File: src/rtl/draw_rect_ctl_if.sv
`default_nettype none
// vga_if: VGA timing and pixel bus passed between pipeline stages.

interface vga_if;
  logic [10:0] vcount;
  logic        vsync;
  logic        vblnk;
  logic [10:0] hcount;
  logic        hsync;
  logic        hblnk;
  logic [11:0] rgb;

  modport in_mp  (input  vcount, vsync, vblnk, hcount, hsync, hblnk, rgb);
  modport out_mp (output vcount, vsync, vblnk, hcount, hsync, hblnk, rgb);
endinterface

`default_nettype wire

File: src/rtl/draw_rect_ctl.sv
`default_nettype none
// draw_rect_ctl: Jump King character motion controller (charge/jump/fall FSM,
// wall bounce, one platform, level wrap) with a one-stage VGA pass-through.

module draw_rect_ctl #(
  parameter int SCREEN_WIDTH  = 1024,
  parameter int SCREEN_HEIGHT = 786,
  parameter int REC_WIDTH     = 47,
  parameter int REC_HEIGHT    = 63,
  parameter int TICK_CYCLES   = 1,
  parameter int MAX_JUMP      = 20,
  parameter int H_JUMP        = 4,
  parameter int MAX_FALL      = 20,
  parameter int PLAT_X0       = 400,
  parameter int PLAT_X1       = 623,
  parameter int PLAT_Y        = 600,
  parameter int PLAT_H        = 16
) (
  input  logic        clk,
  input  logic        rst,
  input  logic        key_space,
  input  logic        key_left,
  input  logic        key_right,
  output logic [11:0] value_x,
  output logic [11:0] value_y,
  output logic [1:0]  character_state,
  output logic [1:0]  level,
  vga_if.in_mp        vga_in,
  vga_if.out_mp       vga_out
);

  localparam logic signed [12:0] GROUND     = 13'(SCREEN_HEIGHT - REC_HEIGHT);
  localparam logic signed [12:0] XMAX       = 13'(SCREEN_WIDTH - REC_WIDTH - 1);
  localparam logic signed [12:0] X_RESET    = 13'((SCREEN_WIDTH - REC_WIDTH) / 2);
  localparam logic signed [12:0] PLAT_TOP   = 13'(PLAT_Y - REC_HEIGHT);
  localparam logic signed [12:0] PLAT_UNDER = 13'(PLAT_Y + PLAT_H);
  localparam logic signed [12:0] PX0        = 13'(PLAT_X0);
  localparam logic signed [12:0] PX1        = 13'(PLAT_X1);
  localparam logic signed [12:0] RW         = 13'(REC_WIDTH);
  localparam logic signed [12:0] HJ         = 13'(H_JUMP);
  localparam logic [7:0]         MAXJ       = 8'(MAX_JUMP);
  localparam logic [7:0]         MAXF       = 8'(MAX_FALL);
  localparam int                 TCW        = (TICK_CYCLES > 1) ? $clog2(TICK_CYCLES) : 1;

  typedef enum logic [2:0] {
    IDLE      = 3'd0,
    FALLING   = 3'd1,
    JUMP      = 3'd2,
    LEFT      = 3'd3,
    RIGHT     = 3'd4,
    JUMP_PREP = 3'd5
  } state_t;

  state_t             state, state_nxt;
  logic [11:0]        x_q, x_d, y_q, y_d;
  logic [1:0]         level_q, level_d, cs_q, cs_d;
  logic signed [1:0]  dir_q, dir_d, dir_bounce;
  logic [7:0]         jump_vel, jump_vel_nxt, vel_time, vel_time_nxt, vt_inc, vt_fall;
  logic signed [12:0] y_jump_start, y_jump_start_nxt;
  logic [TCW-1:0]     tick_cnt_q;
  logic               tick, overlap, has_bottom, collision_bot;
  logic signed [12:0] x_s, y_s, fall_bottom, x_step, x_drift, y_up, y_dn;

  assign x_s     = $signed({1'b0, x_q});
  assign y_s     = $signed({1'b0, y_q});
  assign tick    = (tick_cnt_q == TCW'(TICK_CYCLES - 1));
  assign overlap = ((x_s + RW) > PX0) && (x_s < PX1);
  assign vt_inc  = vel_time + 8'd1;
  assign vt_fall = (vel_time >= MAXF) ? MAXF : vt_inc;
  assign y_up    = y_s - ($signed({5'd0, jump_vel}) - $signed({5'd0, vel_time}));
  assign y_dn    = y_s + $signed({5'd0, vt_fall});

  // Landing surface below the character; levels above 0 have no ground.
  always_comb begin
    has_bottom  = 1'b1;
    fall_bottom = GROUND;
    if (overlap && (y_s <= PLAT_TOP)) begin
      fall_bottom = PLAT_TOP;
    end else if (level_q != 2'd0) begin
      has_bottom = 1'b0;
    end
  end
  assign collision_bot = has_bottom && (y_s == fall_bottom);

  always_comb begin
    dir_bounce = dir_q;
    case (dir_q)
      2'sb01:  x_step = HJ;
      2'sb11:  x_step = -HJ;
      default: x_step = 13'sd0;
    endcase
    x_drift = x_s + x_step;
    if (x_drift < 13'sd0) begin
      x_drift    = 13'sd0;
      dir_bounce = -dir_q;
    end else if (x_drift > XMAX) begin
      x_drift    = XMAX;
      dir_bounce = -dir_q;
    end
  end

  always_comb begin
    state_nxt        = state;
    x_d              = x_q;
    y_d              = y_q;
    level_d          = level_q;
    dir_d            = dir_q;
    jump_vel_nxt     = jump_vel;
    vel_time_nxt     = vel_time;
    y_jump_start_nxt = y_jump_start;
    case (state)
      IDLE, LEFT, RIGHT: begin
        if (!collision_bot) begin
          state_nxt    = FALLING;
          vel_time_nxt = 8'd0;
        end else if (key_space) begin
          state_nxt    = JUMP_PREP;
          jump_vel_nxt = 8'd1;
          dir_d        = 2'sb00;
        end else if (key_left && (state != RIGHT)) begin
          state_nxt = LEFT;
          x_d       = (x_s > 13'sd0) ? 12'(x_s - 13'sd1) : 12'd0;
        end else if (key_right && (state != LEFT)) begin
          state_nxt = RIGHT;
          x_d       = (x_s < XMAX) ? 12'(x_s + 13'sd1) : 12'(XMAX);
        end else begin
          state_nxt = IDLE;
        end
      end
      JUMP_PREP: begin
        if (key_left && !key_right) dir_d = 2'sb11;
        else if (key_right && !key_left) dir_d = 2'sb01;
        if (key_space) begin
          jump_vel_nxt = (jump_vel >= MAXJ) ? MAXJ : jump_vel + 8'd1;
        end else begin
          state_nxt        = JUMP;
          y_jump_start_nxt = y_s;
          vel_time_nxt     = 8'd0;
        end
      end
      JUMP: begin
        x_d          = 12'(x_drift);
        dir_d        = dir_bounce;
        vel_time_nxt = vt_inc;
        // A jump that began below the platform can only hit its underside.
        if (overlap && (y_jump_start >= PLAT_UNDER) && (y_s >= PLAT_UNDER) &&
            (y_up < PLAT_UNDER)) begin
          y_d          = 12'(PLAT_UNDER);
          state_nxt    = FALLING;
          vel_time_nxt = 8'd0;
        end else begin
          if (y_up < 13'sd0) begin
            if (level_q != 2'd3) begin
              level_d          = level_q + 2'd1;
              y_d              = 12'(y_up + GROUND);
              y_jump_start_nxt = y_jump_start + GROUND;
            end else begin
              y_d          = 12'd0;
              state_nxt    = FALLING;
              vel_time_nxt = 8'd0;
            end
          end else begin
            y_d = 12'(y_up);
          end
          if (jump_vel == vt_inc) begin
            state_nxt    = FALLING;
            vel_time_nxt = 8'd0;
          end
        end
      end
      FALLING: begin
        x_d          = 12'(x_drift);
        dir_d        = dir_bounce;
        vel_time_nxt = vt_fall;
        if (has_bottom && (y_dn >= fall_bottom)) begin
          y_d          = 12'(fall_bottom);
          state_nxt    = IDLE;
          jump_vel_nxt = 8'd0;
          dir_d        = 2'sb00;
        end else if (!has_bottom && (y_dn > GROUND)) begin
          level_d = level_q - 2'd1;
          y_d     = 12'(y_dn - GROUND);
        end else begin
          y_d = 12'(y_dn);
        end
      end
      default: state_nxt = IDLE;
    endcase
  end

  always_comb begin
    case (state_nxt)
      IDLE:         cs_d = 2'd0;
      JUMP_PREP:    cs_d = 2'd1;
      LEFT, RIGHT:  cs_d = 2'd3;
      default:      cs_d = 2'd2;
    endcase
  end

  always_ff @(posedge clk) begin
    if (rst) begin
      state        <= IDLE;
      x_q          <= 12'(X_RESET);
      y_q          <= 12'(GROUND);
      level_q      <= 2'd0;
      cs_q         <= 2'd0;
      dir_q        <= 2'sb00;
      jump_vel     <= 8'd0;
      vel_time     <= 8'd0;
      y_jump_start <= GROUND;
      tick_cnt_q   <= '0;
    end else begin
      tick_cnt_q <= tick ? '0 : tick_cnt_q + TCW'(1);
      if (tick) begin
        state        <= state_nxt;
        x_q          <= x_d;
        y_q          <= y_d;
        level_q      <= level_d;
        cs_q         <= cs_d;
        dir_q        <= dir_d;
        jump_vel     <= jump_vel_nxt;
        vel_time     <= vel_time_nxt;
        y_jump_start <= y_jump_start_nxt;
      end
    end
  end

  always_ff @(posedge clk) begin
    if (rst) begin
      vga_out.vcount <= '0;
      vga_out.vsync  <= 1'b0;
      vga_out.vblnk  <= 1'b0;
      vga_out.hcount <= '0;
      vga_out.hsync  <= 1'b0;
      vga_out.hblnk  <= 1'b0;
      vga_out.rgb    <= '0;
    end else begin
      vga_out.vcount <= vga_in.vcount;
      vga_out.vsync  <= vga_in.vsync;
      vga_out.vblnk  <= vga_in.vblnk;
      vga_out.hcount <= vga_in.hcount;
      vga_out.hsync  <= vga_in.hsync;
      vga_out.hblnk  <= vga_in.hblnk;
      vga_out.rgb    <= vga_in.rgb;
    end
  end

  assign value_x         = x_q;
  assign value_y         = y_q;
  assign level           = level_q;
  assign character_state = cs_q;

endmodule

`default_nettype wire

File: src/flat_wrapper.sv
// flat-port wrapper written by rule: the top's interface ports become plain ports
module draw_rect_ctl_flat 
#(
  parameter int SCREEN_WIDTH  = 1024,
  parameter int SCREEN_HEIGHT = 786,
  parameter int REC_WIDTH     = 47,
  parameter int REC_HEIGHT    = 63,
  parameter int TICK_CYCLES   = 1,
  parameter int MAX_JUMP      = 20,
  parameter int H_JUMP        = 4,
  parameter int MAX_FALL      = 20,
  parameter int PLAT_X0       = 400,
  parameter int PLAT_X1       = 623,
  parameter int PLAT_Y        = 600,
  parameter int PLAT_H        = 16
)
  (clk, rst, key_space, key_left, key_right, value_x, value_y, character_state, level, vga_in_vcount, vga_in_vsync, vga_in_vblnk, vga_in_hcount, vga_in_hsync, vga_in_hblnk, vga_in_rgb, vga_out_vcount, vga_out_vsync, vga_out_vblnk, vga_out_hcount, vga_out_hsync, vga_out_hblnk, vga_out_rgb);
  vga_if vga_in_i ();
  vga_if vga_out_i ();
  input  logic clk;
  input  logic rst;
  input  logic key_space;
  input  logic key_left;
  input  logic key_right;
  output logic [11:0] value_x;
  output logic [11:0] value_y;
  output logic [1:0] character_state;
  output logic [1:0] level;
  input wire logic [$bits(vga_in_i.vcount)-1:0] vga_in_vcount;
  input wire logic [$bits(vga_in_i.vsync)-1:0] vga_in_vsync;
  input wire logic [$bits(vga_in_i.vblnk)-1:0] vga_in_vblnk;
  input wire logic [$bits(vga_in_i.hcount)-1:0] vga_in_hcount;
  input wire logic [$bits(vga_in_i.hsync)-1:0] vga_in_hsync;
  input wire logic [$bits(vga_in_i.hblnk)-1:0] vga_in_hblnk;
  input wire logic [$bits(vga_in_i.rgb)-1:0] vga_in_rgb;
  output wire logic [$bits(vga_out_i.vcount)-1:0] vga_out_vcount;
  output wire logic [$bits(vga_out_i.vsync)-1:0] vga_out_vsync;
  output wire logic [$bits(vga_out_i.vblnk)-1:0] vga_out_vblnk;
  output wire logic [$bits(vga_out_i.hcount)-1:0] vga_out_hcount;
  output wire logic [$bits(vga_out_i.hsync)-1:0] vga_out_hsync;
  output wire logic [$bits(vga_out_i.hblnk)-1:0] vga_out_hblnk;
  output wire logic [$bits(vga_out_i.rgb)-1:0] vga_out_rgb;
  assign vga_in_i.vcount = vga_in_vcount;
  assign vga_in_i.vsync = vga_in_vsync;
  assign vga_in_i.vblnk = vga_in_vblnk;
  assign vga_in_i.hcount = vga_in_hcount;
  assign vga_in_i.hsync = vga_in_hsync;
  assign vga_in_i.hblnk = vga_in_hblnk;
  assign vga_in_i.rgb = vga_in_rgb;
  assign vga_out_vcount = vga_out_i.vcount;
  assign vga_out_vsync = vga_out_i.vsync;
  assign vga_out_vblnk = vga_out_i.vblnk;
  assign vga_out_hcount = vga_out_i.hcount;
  assign vga_out_hsync = vga_out_i.hsync;
  assign vga_out_hblnk = vga_out_i.hblnk;
  assign vga_out_rgb = vga_out_i.rgb;
  draw_rect_ctl #(.SCREEN_WIDTH(SCREEN_WIDTH), .SCREEN_HEIGHT(SCREEN_HEIGHT), .REC_WIDTH(REC_WIDTH), .REC_HEIGHT(REC_HEIGHT), .TICK_CYCLES(TICK_CYCLES), .MAX_JUMP(MAX_JUMP), .H_JUMP(H_JUMP), .MAX_FALL(MAX_FALL), .PLAT_X0(PLAT_X0), .PLAT_X1(PLAT_X1), .PLAT_Y(PLAT_Y), .PLAT_H(PLAT_H)) u_core (.clk(clk), .rst(rst), .key_space(key_space), .key_left(key_left), .key_right(key_right), .value_x(value_x), .value_y(value_y), .character_state(character_state), .level(level), .vga_in(vga_in_i), .vga_out(vga_out_i));
endmodule
File: config.mk
export PLATFORM = sky130hd
export DESIGN_NAME = draw_rect_ctl_flat
export DESIGN_NICKNAME = d
export VERILOG_FILES = /design/src/rtl/draw_rect_ctl_if.sv /design/src/rtl/draw_rect_ctl.sv /design/src/flat_wrapper.sv
export SDC_FILE = /design/constraint.sdc
export NUM_CORES = 1
export LEC_CHECK = 0
export ABC_AREA = 1
export BUFFER_PORTS_ARGS = -buffer_cell sky130_fd_sc_hd__buf_2
export CORE_ASPECT_RATIO = 1.4
export CORE_UTILIZATION = 26
export CTS_BUF_LIST = sky130_fd_sc_hd__clkbuf_2
export DETAILED_ROUTE_END_ITERATION = 10
export PLACE_DENSITY_LB_ADDON = 0.3
export SLEW_MARGIN = 20
export SYNTH_ARGS = -nofsm -noshare
export SYNTH_HDL_FRONTEND = slang
export SYNTH_SLANG_ARGS = --single-unit
File: constraint.sdc
create_clock -name clk -period 4.2 [get_ports clk]
set_input_delay 0.84 -clock clk [delete_from_list [all_inputs] [get_ports clk]]
set_output_delay 0.84 -clock clk [all_outputs]
set_load 0.01 [all_outputs]
==> metrics.csv <==
metric,value,unit
share of synthesized flip-flops with an asynchronous set or reset,0,
vias after detailed routing,8851,
Final Setup Violations,0,
"leading cell types in the layout, fill and taps excluded","nand2_1, inv_1, nor2_1, buf_2, dfxtp_1",
die width,156,um
vertical extent of the die,217,um
Worst-path clk slew,0.34,ns
count of filler cells inserted in the layout,3623,
number of cells in the design after placement,1908,
count of yosys warnings during synthesis,0,
count of buffers from port buffering,108,
final wirelength,26000,um
final clock skew,0.0606,ns
Post-synth EDFFs,0,
Core Box Area,0.0325,mm^2
final hold viol count,0,
number of DRC markers after the initial detailed-route iteration,494,
"Avg Cell Area, Syn",6.28,um^2
Mapped Area,0.00862,mm^2
number of nets in the final layout,1596,
sequential-to-total area share from yosys stat,0.235,
number of antenna violations at the first check in global routing,1,
kind of end point of the critical path,register,
maximum number of pins on one net before global-route repair,68,
CTS buffer count,9,
normalized max-slew margin,0.466,
FP Rows,78,
Synth Register Bits,101,
Max-Cap Viols,0,
Initial Utilization,0.265,
Most used DFF post-synth,dfxtp_1,
Num Clock Sinks,101,
share of Yosys cell area claimed by the top area cell type,0.235,
leak pwr,0.00519,uW
Tmin final,3.83,ns
source-to-sink clock delay at the later pin of the worst-skew pair,0.70,ns
HPWL after DPL,20700,um
status,"complete, no violations",
via density per instance,4.56,
final estimated routing congestion in global placement,0.873,
power density of the placed cells,738,mW/mm^2
fin. max-slew vios,0,
required time reported for the critical path endpoint,4.83,ns
startpoint type of the worst setup path,register,
worst path setup slack after routing,0.368,ns
clock tree root driver cell,clkbuf_2,
final instance count without filler cells,1942,
DRC errors left,0,
cell count after synthesis,1372,
CTS tree,built,
number of distinct library cell variants in the gate-level netlist after synthesis,55,
arrival time of the worst setup path,4.46,ns
first-pass GRT wire length,41500,um
Global Route Usage Sum,0.153,
HP Class,in2reg,
worst slack on hold paths,0.316,ns
post-synth top area cell,dfxtp_1,
Die Area,0.0339,mm^2
depth of the CTS H-tree,3,
layout overhead on the synthesized area,16.0,%
total grt overflow,0,
largest driver fanout on the critical path,8,
maximum VDD drop,0.438,mV
vias in the first global route,8436,
cells taking the most area after synthesis,"dfxtp_1, nand2_1, inv_1",
fmax,261,MHz
worst slack at placement,0.0992,ns
Critical Setup Path Class,reg2reg,
share of the clock period used by the worst path after layout,0.912,
average wire per standard cell,13.4,um
transition at the pin with the smallest max-transition slack,0.792,ns
Pre-Repair DR Iteration Count,7,
count of boundary I/O pins,109,
most frequent standard cell in the layout excluding fill and tap cells,nand2_1,
Final Total Pwr,7380,uW
fraction of layout instances using a drive strength above 1,0.172,
total negative setup slack,0,ns
worst-case clock buffer depth,2,
number of routed nets with antenna violations,0,
==> power breakdown <==
| part | switching (uW) | internal [uW] |
|---|---|---|
| Sequential | 194 | 1090 |
| Combinational | 3540 | 1980 |
| Clock | 415 | 160 |
==> worst max-delay path: stages (launching register included) <==
cell,delay (ns)
dfxtp_2,0.42
inv_2,0.07
ha_1,0.15
inv_1,0.07
fa_2,0.35
nand3_1,0.09
nand2_2,0.09
a21oi_1,0.12
o21ai_0,0.10
xor2_1,0.17
ha_1,0.35
nand2_1,0.12
nor2_1,0.07
o21ai_0,0.19
nand3_1,0.11
xnor2_1,0.27
nand3_1,0.15
nand2_2,0.10
nand2_4,0.09
nor2_4,0.14
inv_2,0.08
nand3_4,0.15
buf_4,0.15
o21ai_0,0.07
a21oi_1,0.13
==> area by class of cell <==
cell class / instances / area (um^2) / area share
Tap cell: 440 / 551 / 0.0551
Timing Repair Buffer: 135 / 743 / 0.0744
Clock inverter: 7 / 100 / 0.0100
Antenna cell: 2 / 5.00 / 0.000501
Inverter: 233 / 880 / 0.0880
Sequential cell: 101 / 2040 / 0.204
Clock buffer: 9 / 45.0 / 0.00451
Multi-Input combinational cell: 1015 / 5640 / 0.564
==> per-layer routing <==
| layer | up-vias | track usage | share of wire |
|---|---|---|---|
| met3 | 30 | 0.0139 | 0.023 |
| met1 | 4057 | 0.170 | 0.42 |
| met5 | - | 0 | 0 |
| met4 | 0 | 0.0490 | 0.020 |
| met2 | 130 | 0.301 | 0.54 |
| li1 | 4634 | - | - |
==> synth_stat cells, drive strengths merged, types with 11 or more instances <==
cell and number:
ha 54, xnor2 11, buf 13, inv 232
nand2 360, o211ai 14, nor3 20, clkbuf 14
nor2 160, nand3 98, dfxtp 101, a21oi 91
xor2 45, o21ai 81, nand4 20
==> sequential cells by signal (all words and copies together), names as in the netlist <==
name,count
u_core.vga_out.rgb,12
u_core.value_x,12
u_core.vel_time,8
u_core.level,2
u_core.jump_vel,8
u_core.vga_out.vsync,1
u_core.vga_out.hsync,1
u_core.vga_out.vcount,11
u_core.character_state,2
u_core.dir_q,2
u_core.y_jump_start,13
u_core.value_y,12
u_core.vga_out.vblnk,1
u_core.state,3
u_core.vga_out.hcount,11
u_core.vga_out.hblnk,1
u_core.tick_cnt_q,1
==> timing repair <==
action,in CTS,in global routing
setup buffers,0,15
endpoints found under the setup margin,0,41
gates resized for setup,0,27
hold buffers,0,0
==> final timing paths <==
path | start | end | slack, ns | cells past startpoint
setup / recovery | u_core.jump_vel[0]$_SDFFE_PP0P_ | u_core.y_jump_start[11]$_SDFFE_PP0P_ | 0.37 | 24
hold / removal | vga_in_hcount[6] | u_core.vga_out.hcount[6]$_SDFF_PP0_ | 0.32 | 3
setup reg to reg | u_core.jump_vel[0]$_SDFFE_PP0P_ | u_core.y_jump_start[11]$_SDFFE_PP0P_ | 0.37 | 24
hold reg to reg | u_core.y_jump_start[12]$_SDFFE_PP0P_ | u_core.y_jump_start[12]$_SDFFE_PP0P_ | 0.50 | 2
==> logic make-up (layout without fill, tap and decap cells) <==
logic type	after synthesis	after routing	synth area share
simple gates	681	682	0.354
xor+xnor	56	56	0.0587
buf+inv	260	384	0.122
other cells	1	6	0.000435
compound gates	215	215	0.143
fa+ha+maj	58	58	0.0877
flops	101	101	0.235
==> metrics by stage <==
stage | area, um^2 | utilization
final | 10000 | 0.308
after global routing | 10000 | 0.308
after CTS | 9790 | 0.301
after detailed placement | 9640 | 0.297
after global placement | 9640 | 0.297
after floorplan | 8630 | -
(Power assumes the default switching activity.)
